`config.mk`:
```
export PLATFORM = sky130hd
export DESIGN_NAME = dcache_store_buffer
export DESIGN_NICKNAME = d
export VERILOG_FILES = /design/src/rtl/dcache_pkg.sv /design/src/rtl/sb_youngest_match.sv /design/src/rtl/dcache_store_buffer.sv
export SDC_FILE = /design/constraint.sdc
export NUM_CORES = 1
export LEC_CHECK = 0
export CAP_MARGIN = 5
export CORE_UTILIZATION = 65
export DETAILED_ROUTE_END_ITERATION = 10
export DONT_BUFFER_PORTS = 1
export MAX_ROUTING_LAYER = met4
export PLACE_DENSITY = 0.92
export SYNTH_ARGS = -nofsm -noshare
export SYNTH_HDL_FRONTEND = slang
export SYNTH_SLANG_ARGS = --single-unit
```
`constraint.sdc`:
```
create_clock -name clk -period 6.4 [get_ports clk]
set_input_delay 1.28 -clock clk [delete_from_list [all_inputs] [get_ports clk]]
set_output_delay 1.28 -clock clk [all_outputs]
set_load 0.01 [all_outputs]
```
`src/rtl/dcache_pkg.sv`:
```
// rtl/dcache_pkg.sv - shared types and helpers for the data-cache store buffer
package dcache_pkg;

  localparam int SB_ADDR_W = 32;
  localparam int SB_DATA_W = 32;
  localparam int SB_BE_W   = SB_DATA_W / 8;

  typedef enum logic [1:0] {
    SB_IDLE  = 2'd0,
    SB_DRAIN = 2'd1,
    SB_DONE  = 2'd2
  } sb_flush_e;

  typedef struct packed {
    logic                 valid;
    logic [SB_ADDR_W-1:2] addr;
    logic [SB_DATA_W-1:0] data;
    logic [SB_BE_W-1:0]   be;
  } sb_entry_t;

  function automatic logic be_full(input logic [SB_BE_W-1:0] be);
    return &be;
  endfunction

endpackage

```
`src/rtl/sb_youngest_match.sv`:
```
// rtl/sb_youngest_match.sv - picks the youngest set bit of a match vector, counting back from tail-1
module sb_youngest_match #(
  parameter int DEPTH = 4
) (
  input  logic [DEPTH-1:0]         i_match,
  input  logic [$clog2(DEPTH)-1:0] i_tail,
  output logic [DEPTH-1:0]         o_onehot,
  output logic                     o_any
);

  localparam int IDX_W = $clog2(DEPTH);

  logic [DEPTH-1:0] w_rot;
  logic [DEPTH-1:0] w_pri;
  logic             w_found;

  // Rotate so bit 0 is the entry written most recently (tail-1), bit DEPTH-1 the oldest.
  always_comb begin
    w_rot = '0;
    for (int k = 0; k < DEPTH; k++) begin
      w_rot[k] = i_match[IDX_W'(int'(i_tail) - 1 - k)];
    end
  end

  always_comb begin
    w_pri   = '0;
    w_found = 1'b0;
    for (int k = 0; k < DEPTH; k++) begin
      if (w_rot[k] && !w_found) begin
        w_pri[k] = 1'b1;
        w_found  = 1'b1;
      end
    end
  end

  always_comb begin
    o_onehot = '0;
    for (int k = 0; k < DEPTH; k++) begin
      if (w_pri[k]) begin
        o_onehot[IDX_W'(int'(i_tail) - 1 - k)] = 1'b1;
      end
    end
  end

  assign o_any = |i_match;

endmodule

```
`src/rtl/dcache_store_buffer.sv`:
```
// rtl/dcache_store_buffer.sv - in-order store buffer with load forwarding and fence drain
module dcache_store_buffer
  import dcache_pkg::*;
#(
  parameter int DEPTH  = 4,
  parameter int ADDR_W = SB_ADDR_W,
  parameter int DATA_W = SB_DATA_W
) (
  input  logic                clk,
  input  logic                rstn,
  input  logic                st_valid,
  input  logic [ADDR_W-1:0]   st_addr,
  input  logic [DATA_W-1:0]   st_data,
  input  logic [DATA_W/8-1:0] st_be,
  output logic                st_ready,
  input  logic                ld_check,
  input  logic [ADDR_W-1:0]   ld_addr,
  output logic                fwd_hit,
  output logic [DATA_W-1:0]   fwd_data,
  output logic                fwd_conflict,
  output logic                mem_wr_valid,
  output logic [ADDR_W-1:0]   mem_wr_addr,
  output logic [DATA_W-1:0]   mem_wr_data,
  output logic [DATA_W/8-1:0] mem_wr_be,
  input  logic                mem_wr_ready,
  input  logic                flush_req,
  output logic                flush_done,
  output logic                empty
);

  localparam int IDX_W = $clog2(DEPTH);
  localparam int PTR_W = IDX_W + 1;
  localparam int BE_W  = DATA_W / 8;

  sb_entry_t        r_entries [DEPTH];
  logic [PTR_W-1:0] r_head;
  logic [PTR_W-1:0] r_tail;
  sb_flush_e        r_state;
  logic             r_flush_done;

  logic             w_full;
  logic             w_push;
  logic             w_pop;
  logic [IDX_W-1:0] w_head_idx;
  logic [IDX_W-1:0] w_tail_idx;
  logic [DEPTH-1:0] w_match;
  logic [DEPTH-1:0] w_young;
  logic             w_any;
  logic [DATA_W-1:0] w_sel_data;
  logic [BE_W-1:0]   w_sel_be;
  logic              w_unused;

  assign w_head_idx = r_head[IDX_W-1:0];
  assign w_tail_idx = r_tail[IDX_W-1:0];

  assign empty    = (r_head == r_tail);
  assign w_full   = (r_head[PTR_W-1] != r_tail[PTR_W-1]) && (w_head_idx == w_tail_idx);
  assign st_ready = !w_full && (r_state == SB_IDLE);
  assign w_push   = st_valid && st_ready;

  assign mem_wr_valid = !empty;
  assign w_pop        = mem_wr_valid && mem_wr_ready;

  assign mem_wr_addr = empty ? '0 : {r_entries[w_head_idx].addr, 2'b00};
  assign mem_wr_data = empty ? '0 : r_entries[w_head_idx].data;
  assign mem_wr_be   = empty ? '0 : r_entries[w_head_idx].be;

  // Sub-word address bits only matter for lane selection, which the caller already did.
  assign w_unused = ^{st_addr[1:0], ld_addr[1:0]};

  always_ff @(posedge clk or negedge rstn) begin
    if (!rstn) begin
      r_head <= '0;
      r_tail <= '0;
      for (int i = 0; i < DEPTH; i++) begin
        r_entries[i] <= '0;
      end
    end else begin
      if (w_pop) begin
        r_head                        <= r_head + PTR_W'(1);
        r_entries[w_head_idx].valid   <= 1'b0;
      end
      if (w_push) begin
        r_entries[w_tail_idx] <= '{valid: 1'b1,
                                   addr:  st_addr[ADDR_W-1:2],
                                   data:  st_data,
                                   be:    st_be};
        r_tail                <= r_tail + PTR_W'(1);
      end
    end
  end

  // The entry leaving this cycle is still valid here, so a racing load sees it.
  always_comb begin
    w_match = '0;
    for (int i = 0; i < DEPTH; i++) begin
      w_match[i] = r_entries[i].valid && (r_entries[i].addr == ld_addr[ADDR_W-1:2]);
    end
  end

  sb_youngest_match #(
    .DEPTH (DEPTH)
  ) u_youngest (
    .i_match  (w_match),
    .i_tail   (w_tail_idx),
    .o_onehot (w_young),
    .o_any    (w_any)
  );

  always_comb begin
    w_sel_data = '0;
    w_sel_be   = '0;
    for (int i = 0; i < DEPTH; i++) begin
      if (w_young[i]) begin
        w_sel_data = r_entries[i].data;
        w_sel_be   = r_entries[i].be;
      end
    end
  end

  assign fwd_hit      = ld_check && w_any && be_full(w_sel_be);
  assign fwd_conflict = ld_check && w_any && !be_full(w_sel_be);
  assign fwd_data     = fwd_hit ? w_sel_data : '0;

  always_ff @(posedge clk or negedge rstn) begin
    if (!rstn) begin
      r_state      <= SB_IDLE;
      r_flush_done <= 1'b0;
    end else begin
      r_flush_done <= 1'b0;
      case (r_state)
        SB_IDLE: begin
          if (flush_req) r_state <= SB_DRAIN;
        end
        SB_DRAIN: begin
          if (!flush_req) begin
            r_state <= SB_IDLE;
          end else if (empty) begin
            r_state      <= SB_DONE;
            r_flush_done <= 1'b1;
          end
        end
        SB_DONE: begin
          r_state <= SB_IDLE;
        end
        default: begin
          r_state <= SB_IDLE;
        end
      endcase
    end
  end

  assign flush_done = r_flush_done;

endmodule

```
==> results.cfg, run 1 <==
[outcome]
status = completed

[detailed_routing]
drt_pass1_iterations = 9
routed_wl_um = 41900
ant_nets = 0
drtIter0Drc = 1143
dr_total_vias = 10900
viasPerCell = 7.01
wl_per_cell_um = 27.0
drc = 0

[floorplan]
initial_core_util = 0.662
ios = 212
die_x_um = 159
fp.dieH_um = 159
core_area_mm2 = 0.0242
core.rowCount = 57
die_area_mm2 = 0.0253

[yosys]
synth_top_area_share = 0.432
synth_area_mm2 = 0.0160
synth-edff-count = 0
avgSynthCellArea_um2 = 12.6
yosys_warnings = 0
async_reset_ff_frac = 1.00
seq_area_frac_synth = 0.432
ys_ff_latch = 277
synth.largest_area_cell = dfrtp_1
synth_cells = 1274
synthDistinctLibCells = 51
synth_ff_type = dfrtp_1
synthTopCellsByArea = dfrtp_1 43%, mux2_2 19%, mux4_2 9.3%, xnor2_1 6.4%, and2_1 2.8%

[clock_network]
cts_setup_buffers = 0
root_buffer = clkbuf_16
ctsResizeCount = 0
clock_latency_ns = 0.56
postCtsHoldBufs = 0
cts_made_buffers = 30
cts_tree = yes
cts_sinks = 277
clkTransAtPathRegs_ns = 0.06
clk_path_buf_depth = 3
htreeDepth = 1

[finish]
nFillCells = 1593
area_delta_synth_final_pct = 6.82
nNetsFinal = 1323
final_common_cell = dfrtp_1
fin_util = 0.707
mostFrequentLayoutCells = 275 x dfrtp_1, 266 x mux2_2, 117 x xnor2_1, 80 x nand2_1, 71 x and2_1
layout-drive-gt1-share = 0.379

[sta]
period_share = 0.947
fmax_mhz = 165
fin_crit_ns = 6.06
worstMarginPinSlew_ns = 1.21
setup_viol = 0
rsz0062_at_grt = no
skew_ns = 0.0110
hold_violations = 0
relSlewSlack = 0.193
setup_tns_ns = 0
drv_slew = 0

[setup_path]
crit_type = register to output port
cp-startpoint = r_tail[0]
r2r_start = r_head[0]
end_kind = output port
cp_data_required_time_ns = 5.12
crit_fanout = 33
cp_slowest_cell = a21o_2
path_cells = inv_1 > ha_1 > nor2_1 > nand3_1 > o2111ai_4 > or2_2 > o31ai_1 > a221o_2 > a21o_2 > a211oi_1 > buf_4
critPathLaunchType = register
critical-path-max-stage-delay_ns = 0.87
arrival_ns = 4.78
reg2reg_depth = 6

[global_route]
grt_max_degree = 278
grt_overflow = 0
grt_pass1_vias = 11500
grt_pass1_wl_um = 65200
track_usage = 0.342
antenna_found_initial = 1

[power_and_ir_drop]
p_per_area_mw_per_mm2 = 543
p_int_uw = 5880
p_seq_frac = 0.378
p_leak_uw = 0.00671
peakVddDrop_mv = 0.348
power.switching_uw = 3430
clockPowerShare = 0.200
p_comb_frac = 0.422
p_sw_frac = 0.368

[job]
drv_cap = 0

[placed_design]
portBuffers = 0
dpl.hpwl_um = 25900
place.gp.congestion = 0.910

[min_path]
hold_path_class = input pin to asynchronous set/reset pin
[cells by family after synthesis]
kind of cell,count (synthesis),synth area share
flops,277,0.432
simple gates,271,0.0968
other cells,1,0.000234
buf+inv,132,0.0399
xor+xnor,127,0.0726
mux,334,0.281
compound gates,120,0.0688
fa+ha+maj,12,0.00936
[critical path, delay by kind of cell, from the launching register on]
kind / cells / cell delay, ns
AND/OR/NAND/NOR: 3 / 0.65
AO/OA/AOI/OAI: 5 / 1.68
buffers and inverters: 2 / 0.55
adder cells (fa/ha/maj): 1 / 0.59
flip-flops: 1 / 0.73
[registers in the layout, indices dropped and copies added, names as in the netlist]
signal,cells
r_entries,268
r_head,3
r_tail,3
r_state,2
flush_done,1
[synth_stat cells, types with 3 or more instances]
| cell | n |
|---|---|
| dfrtp_1 | 277 |
| mux2_2 | 266 |
| nor4_4 | 8 |
| buf_6 | 11 |
| a311o_1 | 32 |
| nand4_1 | 40 |
| xnor2_2 | 7 |
| buf_2 | 26 |
| ha_1 | 12 |
| xor2_1 | 3 |
| nand2_1 | 84 |
| xnor2_1 | 117 |
| a211oi_2 | 29 |
| nand4b_1 | 3 |
| clkbuf_1 | 63 |
| nor2_1 | 10 |
| o21ai_0 | 5 |
| mux4_2 | 66 |
| nand3_1 | 42 |
| a21oi_1 | 34 |
| buf_1 | 11 |
| a211oi_1 | 4 |
| inv_1 | 13 |
| buf_4 | 8 |
| and2_1 | 71 |
[layout make-up]
cell class	count	area [um^2]	area share
timing repair buffer	17	153	0.00890
inverter	13	48.8	0.00285
antenna	1	2.50	0.000146
clock buffer	39	855	0.0498
clock inverter	16	226	0.0132
sequential	277	6940	0.405
multi-input combinational	866	8510	0.497
tap	324	405	0.0236
[final timing paths]
| path | to | slack [ns] |
|---|---|---|
| max reg2reg | r_entries[18] | 2.88 |
| min reg2reg | r_state[0] | 0.49 |
| min | r_entries[22] | 0.42 |
| max | fwd_data[3] | 0.34 |
| min in group clk | r_state[0] | 0.49 |
| max in group asynchronous | r_head[1] | 5.18 |
[per-stage QoR]
stage               cell area (um^2)  instances  hold WS, ns  worst slack [ns]  total power (uW)
global placement               16100       1497        0.454             0.539              7180
finish                         17100       1553        0.421             0.342              9320
CTS                            17100       1552        0.405             0.385              9300
detailed placement             16100       1497        0.475             0.527              7400
global route                   17100       1553        0.405            0.0652              9720
floorplan                      16100       1275        0.442              1.11              6430
[per-layer routing]
layer	GRT usage	wire length, um	share of wire
met2	0.528	20000	0.48
met1	0.430	15800	0.38
met5	-	0	0
met3	0.0831	4210	0.10
met4	0.152	1910	0.046
[power groups by stage]
stage	registers, uW	logic [uW]	clock network [uW]
floorplan	3170	3270	0
global placement	3410	3770	0
CTS	3490	3930	1880
finish	3520	3930	1870
detailed placement	3510	3890	0
global route	3620	4140	1960
No activity file was read; power rests on OpenSTA's default activity.
==> run 2: changes to the inputs <==
--- a/config.mk
+++ b/config.mk
@@ -6,11 +6,11 @@
 export NUM_CORES = 1
 export LEC_CHECK = 0
 export CAP_MARGIN = 5
-export CORE_UTILIZATION = 65
+export CORE_UTILIZATION = 50
 export DETAILED_ROUTE_END_ITERATION = 10
 export DONT_BUFFER_PORTS = 1
 export MAX_ROUTING_LAYER = met4
-export PLACE_DENSITY = 0.92
+export PLACE_DENSITY = 0.76
 export SYNTH_ARGS = -nofsm -noshare
 export SYNTH_HDL_FRONTEND = slang
 export SYNTH_SLANG_ARGS = --single-unit
==> constraint.sdc (replaced) <==
create_clock -name clk -period 6.4 [get_ports clk]
set_input_delay 0.64 -clock clk [delete_from_list [all_inputs] [get_ports clk]]
set_output_delay 0.64 -clock clk [all_outputs]
set_load 0.01 [all_outputs]
==> results.cfg, run 2 (synthesized netlist as in run 1, its figures left out) <==
[sta]
drv_slew = 0
worstMarginPinSlew_ns = 0.896
hold_violations = 277
rsz0062_at_grt = no
hold_ws_ns = -0.214
relSlewSlack = 0.402
fin_crit_ns = 5.63
setup_tns_ns = 0
skew_ns = 0.00606
setup_viol = 0
period_share = 0.880
fmax_mhz = 178

[floorplan]
fp.dieH_um = 181
ios = 212
initial_core_util = 0.509
core_area_mm2 = 0.0316
die_x_um = 181
core.rowCount = 65
die_area_mm2 = 0.0328

[power_and_ir_drop]
p_per_area_mw_per_mm2 = 530
p_leak_uw = 0.00663
peakVddDrop_mv = 0.254

[job]
drv_cap = 0

[finish]
mostFrequentLayoutCells = 275 x dfrtp_1, 266 x mux2_2, 117 x xnor2_1, 80 x nand2_1, 71 x and2_1
area_delta_synth_final_pct = 6.46
nFillCells = 2603
layout-drive-gt1-share = 0.371
fin_area_mm2 = 0.0171
largest_reg_flops = 268
nNetsFinal = 1323
top_register = r_entries
final_common_cell = dfrtp_1
top_regs = r_entries: 268 flops, r_head: 3 flops, r_tail: 3 flops

[clock_network]
clock_latency_ns = 0.55
cts_setup_buffers = 0
cts_tree = yes
clk_path_buf_depth = 3
cts_sinks = 277
cts_made_buffers = 31
clkTransAtPathRegs_ns = 0.06
root_buffer = clkbuf_16
htreeDepth = 1

[detailed_routing]
ant_nets = 0
drc = 0
wl_per_cell_um = 25.9
routed_wl_um = 42200
viasPerCell = 6.49
drt_pass1_iterations = 8
drtIter0Drc = 763
dr_total_vias = 10600

[global_route]
grt_overflow = 0
grt_pass1_wl_um = 65900
grt_pass1_vias = 10900
track_usage = 0.267
antenna_found_initial = 0
grt_max_degree = 278

[setup_path]
crit_type = register to output port
reg2reg_depth = 7
rrSetupSlack_ns = 2.71
r2r_start = r_head[0]
cp-startpoint = r_tail[0]
critPathLaunchType = register
reg2reg_to = r_entries[151]
cp_data_required_time_ns = 5.76
arrival_ns = 4.99
end_kind = output port
crit_end = fwd_data[4]
crit_fanout = 49

[outcome]
status = finished with violations
failed_checks = negative hold slack

[placed_design]
dpl.hpwl_um = 26700
place.gp.congestion = 0.869
dpl-instance-area_mm2 = 0.0161
portBuffers = 0

[min_path]
hold_path_class = input pin to asynchronous set/reset pin
## run 2: final cells by class
class                           instances  area, um^2  area share
Clock inverter                          8        65.1     0.00381
Tap cell                              402         503      0.0294
Inverter                               13        48.8     0.00286
Timing Repair Buffer                   16         120     0.00703
Clock buffer                           46         882      0.0516
Sequential cell                       277        6940       0.406
Multi-Input combinational cell        866        8530       0.499
Antenna cell                            1        2.50    0.000146
## run 2: worst min path at each step
stage                          to  slack, ns  cells after the start
finish              r_entries[28]      -0.21                      0
global route        r_entries[28]      -0.23                      0
global placement    r_entries[28]       0.35                      0
floorplan              flush_done       0.34                      0
detailed placement  r_entries[28]       0.35                      0
CTS                 r_entries[28]      -0.23                      0
## run 2: critical path, cell delays in order (launching register included)
cell	delay, ns
dfrtp_1	0.73
inv_1	0.34
ha_1	0.58
nor2_1	0.10
nand3_1	0.16
o2111ai_4	0.20
or2_2	0.38
o31ai_1	0.21
a221o_2	0.47
buf_4	0.57
nand2_1	0.14
a211oi_2	0.49
## run 2: routing by layer
| metal | global-route usage | wire, um |
|---|---|---|
| met5 | - | 0 |
| met4 | 0.0810 | 1120 |
| met3 | 0.0615 | 3460 |
| met2 | 0.411 | 20000 |
| met1 | 0.352 | 17600 |
## run 2: where the power goes
group | switching, uW | total, uW | internal, uW
clock network | 704 | 1690 | 981
logic | 1800 | 3890 | 2090
registers | 831 | 3480 | 2650
total | 3340 | 9050 | 5720
## run 2: what timing repair did
item                                   4_1_cts  5_1_grt
setup endpoints to repair                    0        0
resized for setup                            0        0
endpoints found under the hold margin      277      277
## run 2: metrics by stage
step                total power (uW)  worst slack, ns  utilization  std cells  hold WS, ns
finish                          9050            0.769        0.541       1629       -0.214
global route                    9510            0.345        0.541       1628       -0.229
CTS                             9080            0.776        0.541       1628       -0.233
detailed placement              7370             1.41        0.511       1574        0.348
global placement                7250             1.43        0.511       1574        0.349
floorplan                       6430             2.39            -       1275        0.344
